==> config.mk <==
export PLATFORM = sky130hd
export DESIGN_NAME = ldpc_enc_sched_flat
export DESIGN_NICKNAME = d
export VERILOG_FILES = /design/src/rtl/ldpc_enc_sched_if.sv /design/src/rtl/ldpc_enc_sched.sv /design/src/flat_wrapper.sv
export SDC_FILE = /design/constraint.sdc
export NUM_CORES = 1
export LEC_CHECK = 0
export CORE_UTILIZATION = 51
export DETAILED_ROUTE_END_ITERATION = 8
export HOLD_SLACK_MARGIN = 0.1
export PLACE_DENSITY = 0.85
export SYNTH_ARGS = -nofsm -noshare
export SYNTH_HDL_FRONTEND = slang
export SYNTH_SLANG_ARGS = --single-unit
export TNS_END_PERCENT = 5
==> constraint.sdc <==
create_clock -name iclk -period 5.9 [get_ports iclk]
set_clock_uncertainty 0.2 [all_clocks]
set_input_delay 1.18 -clock iclk [delete_from_list [all_inputs] [get_ports iclk]]
set_output_delay 1.18 -clock iclk [all_outputs]
set_load 0.05 [all_outputs]
==> src/rtl/ldpc_enc_sched_if.sv <==
// Bus between the payload sources / LDPC encoder and the frame scheduler.
// slave : scheduler view (takes requests and payload, drives encoder side).
// master: environment view (drives requests, payload, tags and encoder ready).
interface ldpc_enc_sched_if #(
    parameter int unsigned pDAT_W = 8,
    parameter int unsigned pTAG_W = 4,
    parameter int unsigned pREQ   = 2
);
    logic [pREQ-1:0]             ireq;
    logic [pREQ-1:0]             ival;
    logic [pREQ-1:0][pDAT_W-1:0] idat;
    logic [pREQ-1:0][pTAG_W-1:0] itag;
    logic [pREQ-1:0]             oack;
    logic [pREQ-1:0]             ogrant;
    logic                        obusy;
    logic                        ofrm_done;
    logic                        iordy;
    logic                        osop;
    logic                        oeop;
    logic                        oeof;
    logic                        oval;
    logic [pTAG_W-1:0]           otag;
    logic [pDAT_W-1:0]           odat;

    modport slave (
        input  ireq, ival, idat, itag, iordy,
        output oack, ogrant, obusy, ofrm_done, osop, oeop, oeof, oval, otag, odat
    );

    modport master (
        output ireq, ival, idat, itag, iordy,
        input  oack, ogrant, obusy, ofrm_done, osop, oeop, oeof, oval, otag, odat
    );
endinterface

==> src/rtl/ldpc_enc_sched.sv <==
// Frame scheduler in front of the LDPC encoder.
// Round-robin arbitrates between pREQ payload sources, streams pDATA_NUM
// payload words from the winner, then pPAR_NUM zero parity beats, with
// sop/eop/eof framing. Encoder-side outputs are registered and only move
// when ld = iclkena & (~oval | iordy).
// Ports:
//   iclk, iresetn (async active-low), iclkena (global freeze when low)
//   bus.ireq/ival/idat/itag : per-source request, word valid, word, tag
//   bus.oack                : combinational word-taken strobe per source
//   bus.ogrant/obusy        : one-hot current owner / FSM not idle
//   bus.iordy               : encoder ready
//   bus.oval/osop/oeop/oeof/otag/odat/ofrm_done : registered encoder side
module ldpc_enc_sched #(
    parameter int unsigned pDAT_W    = 8,
    parameter int unsigned pTAG_W    = 4,
    parameter int unsigned pREQ      = 2,
    parameter int unsigned pDATA_NUM = 24,
    parameter int unsigned pPAR_NUM  = 24
) (
    input  logic                   iclk,
    input  logic                   iresetn,
    input  logic                   iclkena,
    ldpc_enc_sched_if.slave        bus
);
    localparam int unsigned IDX_W   = (pREQ > 1) ? $clog2(pREQ) : 1;
    localparam int unsigned CNT_MAX = (pDATA_NUM > pPAR_NUM) ? pDATA_NUM : pPAR_NUM;
    localparam int unsigned CNT_W   = (CNT_MAX > 1) ? $clog2(CNT_MAX) : 1;
    localparam logic [CNT_W-1:0] DATA_LAST = CNT_W'(pDATA_NUM - 1);
    localparam logic [CNT_W-1:0] PAR_LAST  = CNT_W'(pPAR_NUM - 1);
    localparam logic [IDX_W-1:0] IDX_LAST  = IDX_W'(pREQ - 1);

    typedef enum logic [1:0] {
        ST_IDLE = 2'd0,
        ST_DATA = 2'd1,
        ST_PAR  = 2'd2
    } state_t;

    state_t            r_state;
    logic [IDX_W-1:0]  r_gidx;
    logic [IDX_W-1:0]  r_ptr;
    logic [CNT_W-1:0]  r_cnt;
    logic [pTAG_W-1:0] r_tag;
    logic [pREQ-1:0]   r_grant;
    logic              r_oval;
    logic              r_sop;
    logic              r_eop;
    logic              r_eof;
    logic              r_frm_done;
    logic [pTAG_W-1:0] r_otag;
    logic [pDAT_W-1:0] r_odat;

    logic              w_ld;
    logic              w_issue_d;
    logic              w_last_data;
    logic              w_last_par;
    logic [IDX_W-1:0]  w_gidx_nxt;
    logic [IDX_W-1:0]  w_start;
    logic [IDX_W-1:0]  w_cand;
    logic [IDX_W-1:0]  w_win;
    logic              w_any;

    assign w_ld        = iclkena & (~r_oval | bus.iordy);
    assign w_issue_d   = (r_state == ST_DATA) & w_ld & bus.ival[r_gidx];
    assign w_last_data = (r_cnt == DATA_LAST);
    assign w_last_par  = (r_cnt == PAR_LAST);
    assign w_gidx_nxt  = (r_gidx == IDX_LAST) ? '0 : r_gidx + IDX_W'(1);

    // Round-robin search; at the end of a frame the pointer update and the
    // rearbitration happen in the same cycle, so search from owner+1 directly.
    always_comb begin
        w_start = (r_state == ST_PAR) ? w_gidx_nxt : r_ptr;
        w_any   = 1'b0;
        w_win   = '0;
        w_cand  = '0;
        for (int k = 0; k < int'(pREQ); k++) begin
            w_cand = IDX_W'((int'(w_start) + k) % int'(pREQ));
            if (!w_any && bus.ireq[w_cand]) begin
                w_any = 1'b1;
                w_win = w_cand;
            end
        end
    end

    // Word-taken strobe back to the owning source, same cycle as issue.
    always_comb begin
        bus.oack = '0;
        if (w_issue_d) begin
            bus.oack[r_gidx] = 1'b1;
        end
    end

    // Control FSM and registered encoder-side outputs.
    always_ff @(posedge iclk or negedge iresetn) begin
        if (!iresetn) begin
            r_state    <= ST_IDLE;
            r_gidx     <= '0;
            r_ptr      <= '0;
            r_cnt      <= '0;
            r_tag      <= '0;
            r_grant    <= '0;
            r_oval     <= 1'b0;
            r_sop      <= 1'b0;
            r_eop      <= 1'b0;
            r_eof      <= 1'b0;
            r_frm_done <= 1'b0;
            r_otag     <= '0;
            r_odat     <= '0;
        end else if (iclkena) begin
            r_frm_done <= 1'b0;
            case (r_state)
                ST_IDLE: begin
                    if (w_ld) begin
                        r_oval <= 1'b0;
                        r_sop  <= 1'b0;
                        r_eop  <= 1'b0;
                        r_eof  <= 1'b0;
                    end
                    if (w_any) begin
                        r_gidx  <= w_win;
                        r_tag   <= bus.itag[w_win];
                        r_grant <= pREQ'(1) << w_win;
                        r_cnt   <= '0;
                        r_state <= ST_DATA;
                    end
                end
                ST_DATA: begin
                    if (w_ld) begin
                        if (bus.ival[r_gidx]) begin
                            r_oval <= 1'b1;
                            r_odat <= bus.idat[r_gidx];
                            r_sop  <= (r_cnt == '0);
                            r_eop  <= w_last_data;
                            r_eof  <= 1'b0;
                            r_otag <= r_tag;
                            if (w_last_data) begin
                                r_cnt   <= '0;
                                r_state <= ST_PAR;
                            end else begin
                                r_cnt <= r_cnt + CNT_W'(1);
                            end
                        end else begin
                            // source bubble
                            r_oval <= 1'b0;
                            r_sop  <= 1'b0;
                            r_eop  <= 1'b0;
                            r_eof  <= 1'b0;
                        end
                    end
                end
                ST_PAR: begin
                    if (w_ld) begin
                        r_oval <= 1'b1;
                        r_odat <= '0;
                        r_sop  <= 1'b0;
                        r_eop  <= 1'b0;
                        r_eof  <= w_last_par;
                        r_otag <= r_tag;
                        if (w_last_par) begin
                            r_frm_done <= 1'b1;
                            r_cnt      <= '0;
                            r_ptr      <= w_gidx_nxt;
                            if (w_any) begin
                                r_gidx  <= w_win;
                                r_tag   <= bus.itag[w_win];
                                r_grant <= pREQ'(1) << w_win;
                                r_state <= ST_DATA;
                            end else begin
                                r_grant <= '0;
                                r_state <= ST_IDLE;
                            end
                        end else begin
                            r_cnt <= r_cnt + CNT_W'(1);
                        end
                    end
                end
                default: begin
                    r_state <= ST_IDLE;
                    r_grant <= '0;
                    r_cnt   <= '0;
                end
            endcase
        end
    end

    assign bus.ogrant    = r_grant;
    assign bus.obusy     = (r_state != ST_IDLE);
    assign bus.ofrm_done = r_frm_done;
    assign bus.oval      = r_oval;
    assign bus.osop      = r_sop;
    assign bus.oeop      = r_eop;
    assign bus.oeof      = r_eof;
    assign bus.otag      = r_otag;
    assign bus.odat      = r_odat;
endmodule

==> src/flat_wrapper.sv <==
// flat-port wrapper written by rule: the top's interface ports become plain ports
module ldpc_enc_sched_flat 
#(
    parameter int unsigned pDAT_W    = 8,
    parameter int unsigned pTAG_W    = 4,
    parameter int unsigned pREQ      = 2,
    parameter int unsigned pDATA_NUM = 24,
    parameter int unsigned pPAR_NUM  = 24
)
  (iclk, iresetn, iclkena, bus_ireq, bus_ival, bus_idat, bus_itag, bus_iordy, bus_oack, bus_ogrant, bus_obusy, bus_ofrm_done, bus_osop, bus_oeop, bus_oeof, bus_oval, bus_otag, bus_odat);
  ldpc_enc_sched_if #(.pDAT_W(pDAT_W), .pTAG_W(pTAG_W), .pREQ(pREQ)) bus_i ();
  input  logic iclk;
  input  logic iresetn;
  input  logic iclkena;
  input wire logic [$bits(bus_i.ireq)-1:0] bus_ireq;
  input wire logic [$bits(bus_i.ival)-1:0] bus_ival;
  input wire logic [$bits(bus_i.idat)-1:0] bus_idat;
  input wire logic [$bits(bus_i.itag)-1:0] bus_itag;
  input wire logic [$bits(bus_i.iordy)-1:0] bus_iordy;
  output wire logic [$bits(bus_i.oack)-1:0] bus_oack;
  output wire logic [$bits(bus_i.ogrant)-1:0] bus_ogrant;
  output wire logic [$bits(bus_i.obusy)-1:0] bus_obusy;
  output wire logic [$bits(bus_i.ofrm_done)-1:0] bus_ofrm_done;
  output wire logic [$bits(bus_i.osop)-1:0] bus_osop;
  output wire logic [$bits(bus_i.oeop)-1:0] bus_oeop;
  output wire logic [$bits(bus_i.oeof)-1:0] bus_oeof;
  output wire logic [$bits(bus_i.oval)-1:0] bus_oval;
  output wire logic [$bits(bus_i.otag)-1:0] bus_otag;
  output wire logic [$bits(bus_i.odat)-1:0] bus_odat;
  assign bus_i.ireq = bus_ireq;
  assign bus_i.ival = bus_ival;
  assign bus_i.idat = bus_idat;
  assign bus_i.itag = bus_itag;
  assign bus_i.iordy = bus_iordy;
  assign bus_oack = bus_i.oack;
  assign bus_ogrant = bus_i.ogrant;
  assign bus_obusy = bus_i.obusy;
  assign bus_ofrm_done = bus_i.ofrm_done;
  assign bus_osop = bus_i.osop;
  assign bus_oeop = bus_i.oeop;
  assign bus_oeof = bus_i.oeof;
  assign bus_oval = bus_i.oval;
  assign bus_otag = bus_i.otag;
  assign bus_odat = bus_i.odat;
  ldpc_enc_sched #(.pDAT_W(pDAT_W), .pTAG_W(pTAG_W), .pREQ(pREQ), .pDATA_NUM(pDATA_NUM), .pPAR_NUM(pPAR_NUM)) u_core (.iclk(iclk), .iresetn(iresetn), .iclkena(iclkena), .bus(bus_i));
endmodule
Word level (Yosys, flattened, before mapping)
Index checks and enable logic that the tools add are counted.

Word-level logic and storage cells: 132. Flip-flop bits (word level): 32. Input bits: 32.

Muxes and demuxes: 70. Shifts and indexed selects: 1. Equality and inequality tests: 12. Reduce and logical (&&, ||, !) cells: 22. Magnitude comparators: 5. Bitwise operators: 6. Add/sub/neg operators: 3.

Operators with widths (number): 2-to-1 mux 8 bit (5); 2-to-1 mux 4 bit (8); 2-to-1 mux 1 bit (29); 2-to-1 mux 5 bit (5); 2-to-1 mux 2 bit (11); AND reduction 5 bit (4); != test 2 x 1 -> 1 bit, second input constant (8); case mux 4 bit (2 select lines) (2); case mux 8 bit (2 select lines) (1); AND reduction 4 bit (4); case mux 5 bit (3 select lines) (1); case mux 2 bit (3 select lines) (2); nonzero test 2 bit (5); < comparator 1 x 2 -> 1 bit, second input constant (4); case mux 1 bit (2 select lines) (4); AND reduction 7 bit (1); adder 5 x 1 -> 5 bit, second input constant (1); equality test 5 bit, second input constant (1); zero test 5 bit (1); OR reduction 2 bit (2); AND 1 bit (3); case mux 1 bit (3 select lines) (1); nonzero test 3 bit (1); adder 1 bit, second input constant (2); 11 further kinds (13).

Depth between registers and ports, before layout
Depth in word-level cells: 15. Gate-level depth with buffers: 8.

Worst setup path before layout
No wires, ideal clock.

Path kind: input -> output. Start point: input iclkena. End point: output bus_oack[0]. Slack: 1.743 ns. Stages: 3. Data arrival time: 2.777 ns. Path through: clkbuf_1 > nand3_1 > nor3b_1.

Word-level cells in the longest chain between the ends: 4.

Ends and longest elaborated chain: start: declaration (line flat_wrapper.sv:14) `input logic iclkena;`; AND 1 bit (line ldpc_enc_sched.sv:62) `assign w_ld = iclkena & (~r_oval | bus.iordy);`; AND 1 bit (2 in a row) (line ldpc_enc_sched.sv:63) `assign w_issue_d = (r_state == ST_DATA) & w_ld & bus.ival[r_gidx];`; 2-to-1 mux 2 bit (line ldpc_enc_sched.sv:87) `if (w_issue_d) begin`; end: declaration (line flat_wrapper.sv:20) `output wire logic [$bits(bus_i.oack)-1:0] bus_oack;`.

Every way passes these cells.

Final worst setup path
Start point: input bus_iordy. End point: output bus_oack[0].

Word-level cells in the longest chain between the ends: 5.

Ends and longest elaborated chain: start: declaration (line flat_wrapper.sv:19) `input wire logic [$bits(bus_i.iordy)-1:0] bus_iordy;`; OR 1 bit (line ldpc_enc_sched.sv:62); AND 1 bit (line ldpc_enc_sched.sv:62); AND 1 bit (2 in a row) (line ldpc_enc_sched.sv:63); 2-to-1 mux 2 bit (line ldpc_enc_sched.sv:87).

Every way passes these cells.

==> results_dict.tcl <==
set metrics [dict create \
    nets 259 \
    fmax_mhz 217 \
    grt_pass1_wl_um 7250 \
    firstDrtPassIters 4 \
    cts_root_buffer "clkbuf_8" \
    worstPathRequired_ns 4.52 \
    synth_seq_cells 32 \
    crit_path_start_kind "primary input" \
    final_cell_mix "clkdlybuf4s50_1, dfrtp_1, nor2_1, mux2_2, mux2_4" \
    synth_warnings 0 \
    cts_sinks 32 \
    dieWidth_um 62.7 \
    hold_violations 0 \
    synth-async-reset-ratio_pct 100 \
    clk_pin_slew_ns 0.06 \
    grt_start_max_net_pins 33 \
    avgSynthCellArea_um2 11.2 \
    min_period_ns 4.61 \
    core_region_area_um2 3440 \
    drtIter0Drc 97 \
    clk_latency_ns 0.29 \
    gr-total-overflow 0 \
    die_h_um 62.7 \
    tightestPinTransition_ns 0.914 \
    clock_path_buffers 2 \
    synth_top_area_share_pct 42.7 \
    postCtsHoldBufs 0 \
    worst_ep_arrival_time_ns 3.23 \
    num_vias 1497 \
    setup_ws_ns 1.29 \
    n_antenna_cell 0 \
    outcome "finished, final reports clean" \
    io_pins 54 \
    ys_seq_area_share_pct 42.7 \
    grt_use_total_pct 24.2 \
    hold_class "flop to flop" \
    initial_core_util_pct 54.5 \
    via_per_inst 5.59 \
    rows 21 \
    slew_headroom_pct 39.0 \
    fin_tns_setup_ns 0 \
    synth_top_area_cell "dfrtp_1" \
    routed_wl_um 4480 \
    synth_area_leaders "dfrtp_1, mux2_4, mux2_2, mux2i_1, ha_1" \
    netlist_area_um2 1880 \
    synth_edf_count 0 \
    slew_viol_final 0 \
    h-tree-depth 2 \
    powerDensity_nw_per_um2 517 \
    cts_tree "built" \
    grt_pass1_vias 1459 \
    post_cts_buffers 0 \
    p_leak_nw 1.09 \
    crit_fanout 10 \
    finalCritPeriodShare_pct 78.1 \
    max-cap-violations 0 \
    syn_inst 168 \
    antenna_found_initial 0 \
    mostFrequentLayoutCell "clkdlybuf4s50_1" \
    dp.final_hpwl_um 3250 \
    reg2reg_depth 6 \
    path_class "primary input to primary output" \
    register_area_um2 801 \
    syn_nets 206 \
    setup_viol 0 \
    port_buffers 53 \
    cts_resized 0 \
    min_path_cells 2 \
    ir_drop_uv 331 \
    die_area_um2 3930 \
    drive_above_1_share_pct 18.5 \
    grt_setup_unrepaired "false" \
    antenna_left 0 \
    detail_route.wl_per_cell_um 16.7 \
    dp_slack_ns 1.29 \
    num-fill-cells 238 \
    multi_input_area_um2 986 \
    synth.distinct_cells 40 \
    cp-end-kind "primary output" \
    synthFlopType "dfrtp_1" \
    cts_made_buffers 5 \
    syn_to_final_growth_pct 34.5 \
    power_mw 1.31 \
    place_congestion 0.818 \
    drc 0 \
]
[cell usage after synthesis (all sizes together) (2+ instances only)]
| master | n |
|---|---|
| nand3 | 4 |
| nor3 | 2 |
| nand2b | 4 |
| mux2 | 25 |
| clkbuf | 3 |
| a21oi | 7 |
| a31oi | 4 |
| nor3b | 2 |
| mux2i | 8 |
| o21ai | 8 |
| nor2b | 5 |
| nor2 | 16 |
| ha | 6 |
| inv | 8 |
| a22o | 2 |
| dfrtp | 32 |
| buf | 5 |
| o31ai | 3 |
| nand2 | 8 |
| o41ai | 3 |
[cell families after synthesis]
kind of cell / after synthesis / share of synthesized area, %
and+or+nand+nor: 46 / 13.7
AOI/OAI and AO/OA: 35 / 13.2
adders and majority gates: 6 / 4.00
muxes: 33 / 21.7
buffers and inverters: 16 / 4.80
DFF: 32 / 42.7
[where the power goes]
group	total [mW]	internal [mW]	switching (mW)
clock network	0.209	0.125	0.0837
registers	0.385	0.305	0.0799
logic	0.712	0.306	0.406
total	1.31	0.735	0.570
[metrics by stage]
stage | instance area [um2] | util, % | hold slack [ns] | instances
final | 2520 | 73.3 | 0.299 | 268
after global routing | 2520 | 73.3 | 0.324 | 268
after CTS | 2520 | 73.3 | 0.303 | 268
after detailed placement | 2410 | 70.1 | 0.288 | 260
after global placement | 2410 | 70.1 | 0.268 | 260
after floorplan | 1880 | - | 0.250 | 168
[routing by layer]
layer  share of wire [%]  track usage (%)
met1                  41             30.0
met2                  53             42.0
met3                 4.6             5.11
met4                0.94             6.98
met5                   0                0
[registers in the layout (all words and copies together), names as in the netlist, 2 cells and up]
register and flops:
u_core.bus.odat 8, u_core.bus.ogrant 2, u_core.bus.otag 4, u_core.r_cnt 5
u_core.r_state 2, u_core.r_tag 4
[worst paths after layout]
| path | slack (ns) | start | endpoint |
|---|---|---|---|
| hold reg to reg | 0.30 | u_core.r_ptr | u_core.r_ptr |
| setup / recovery | 1.29 | bus_iordy | bus_oack[0] |
| min in group asynchronous | 1.09 | iresetn | u_core.r_state[0] |
| hold / removal | 0.30 | u_core.r_ptr | u_core.r_ptr |
| max in group asynchronous | 4.11 | iresetn | u_core.bus.ogrant[1] |
| setup reg to reg | 3.17 | u_core.r_state[0] | u_core.r_tag[3] |
[critical path, stage by stage]
cell,delay [ns]
clkdlybuf4s50_1,0.46
nand2b_1,0.32
nand3_1,0.20
nor3b_1,0.23
clkdlybuf4s50_1,0.84
[area by class of cell]
class / count / share of cell area, %
Clock inverter: 3 / 1.69
Multi-Input combinational cell: 120 / 39.1
Timing Repair Buffer: 54 / 21.3
Sequential cell: 32 / 31.7
Clock buffer: 5 / 2.73
Inverter: 8 / 1.19
Tap cell: 46 / 2.28
(Power assumes the default switching activity.)
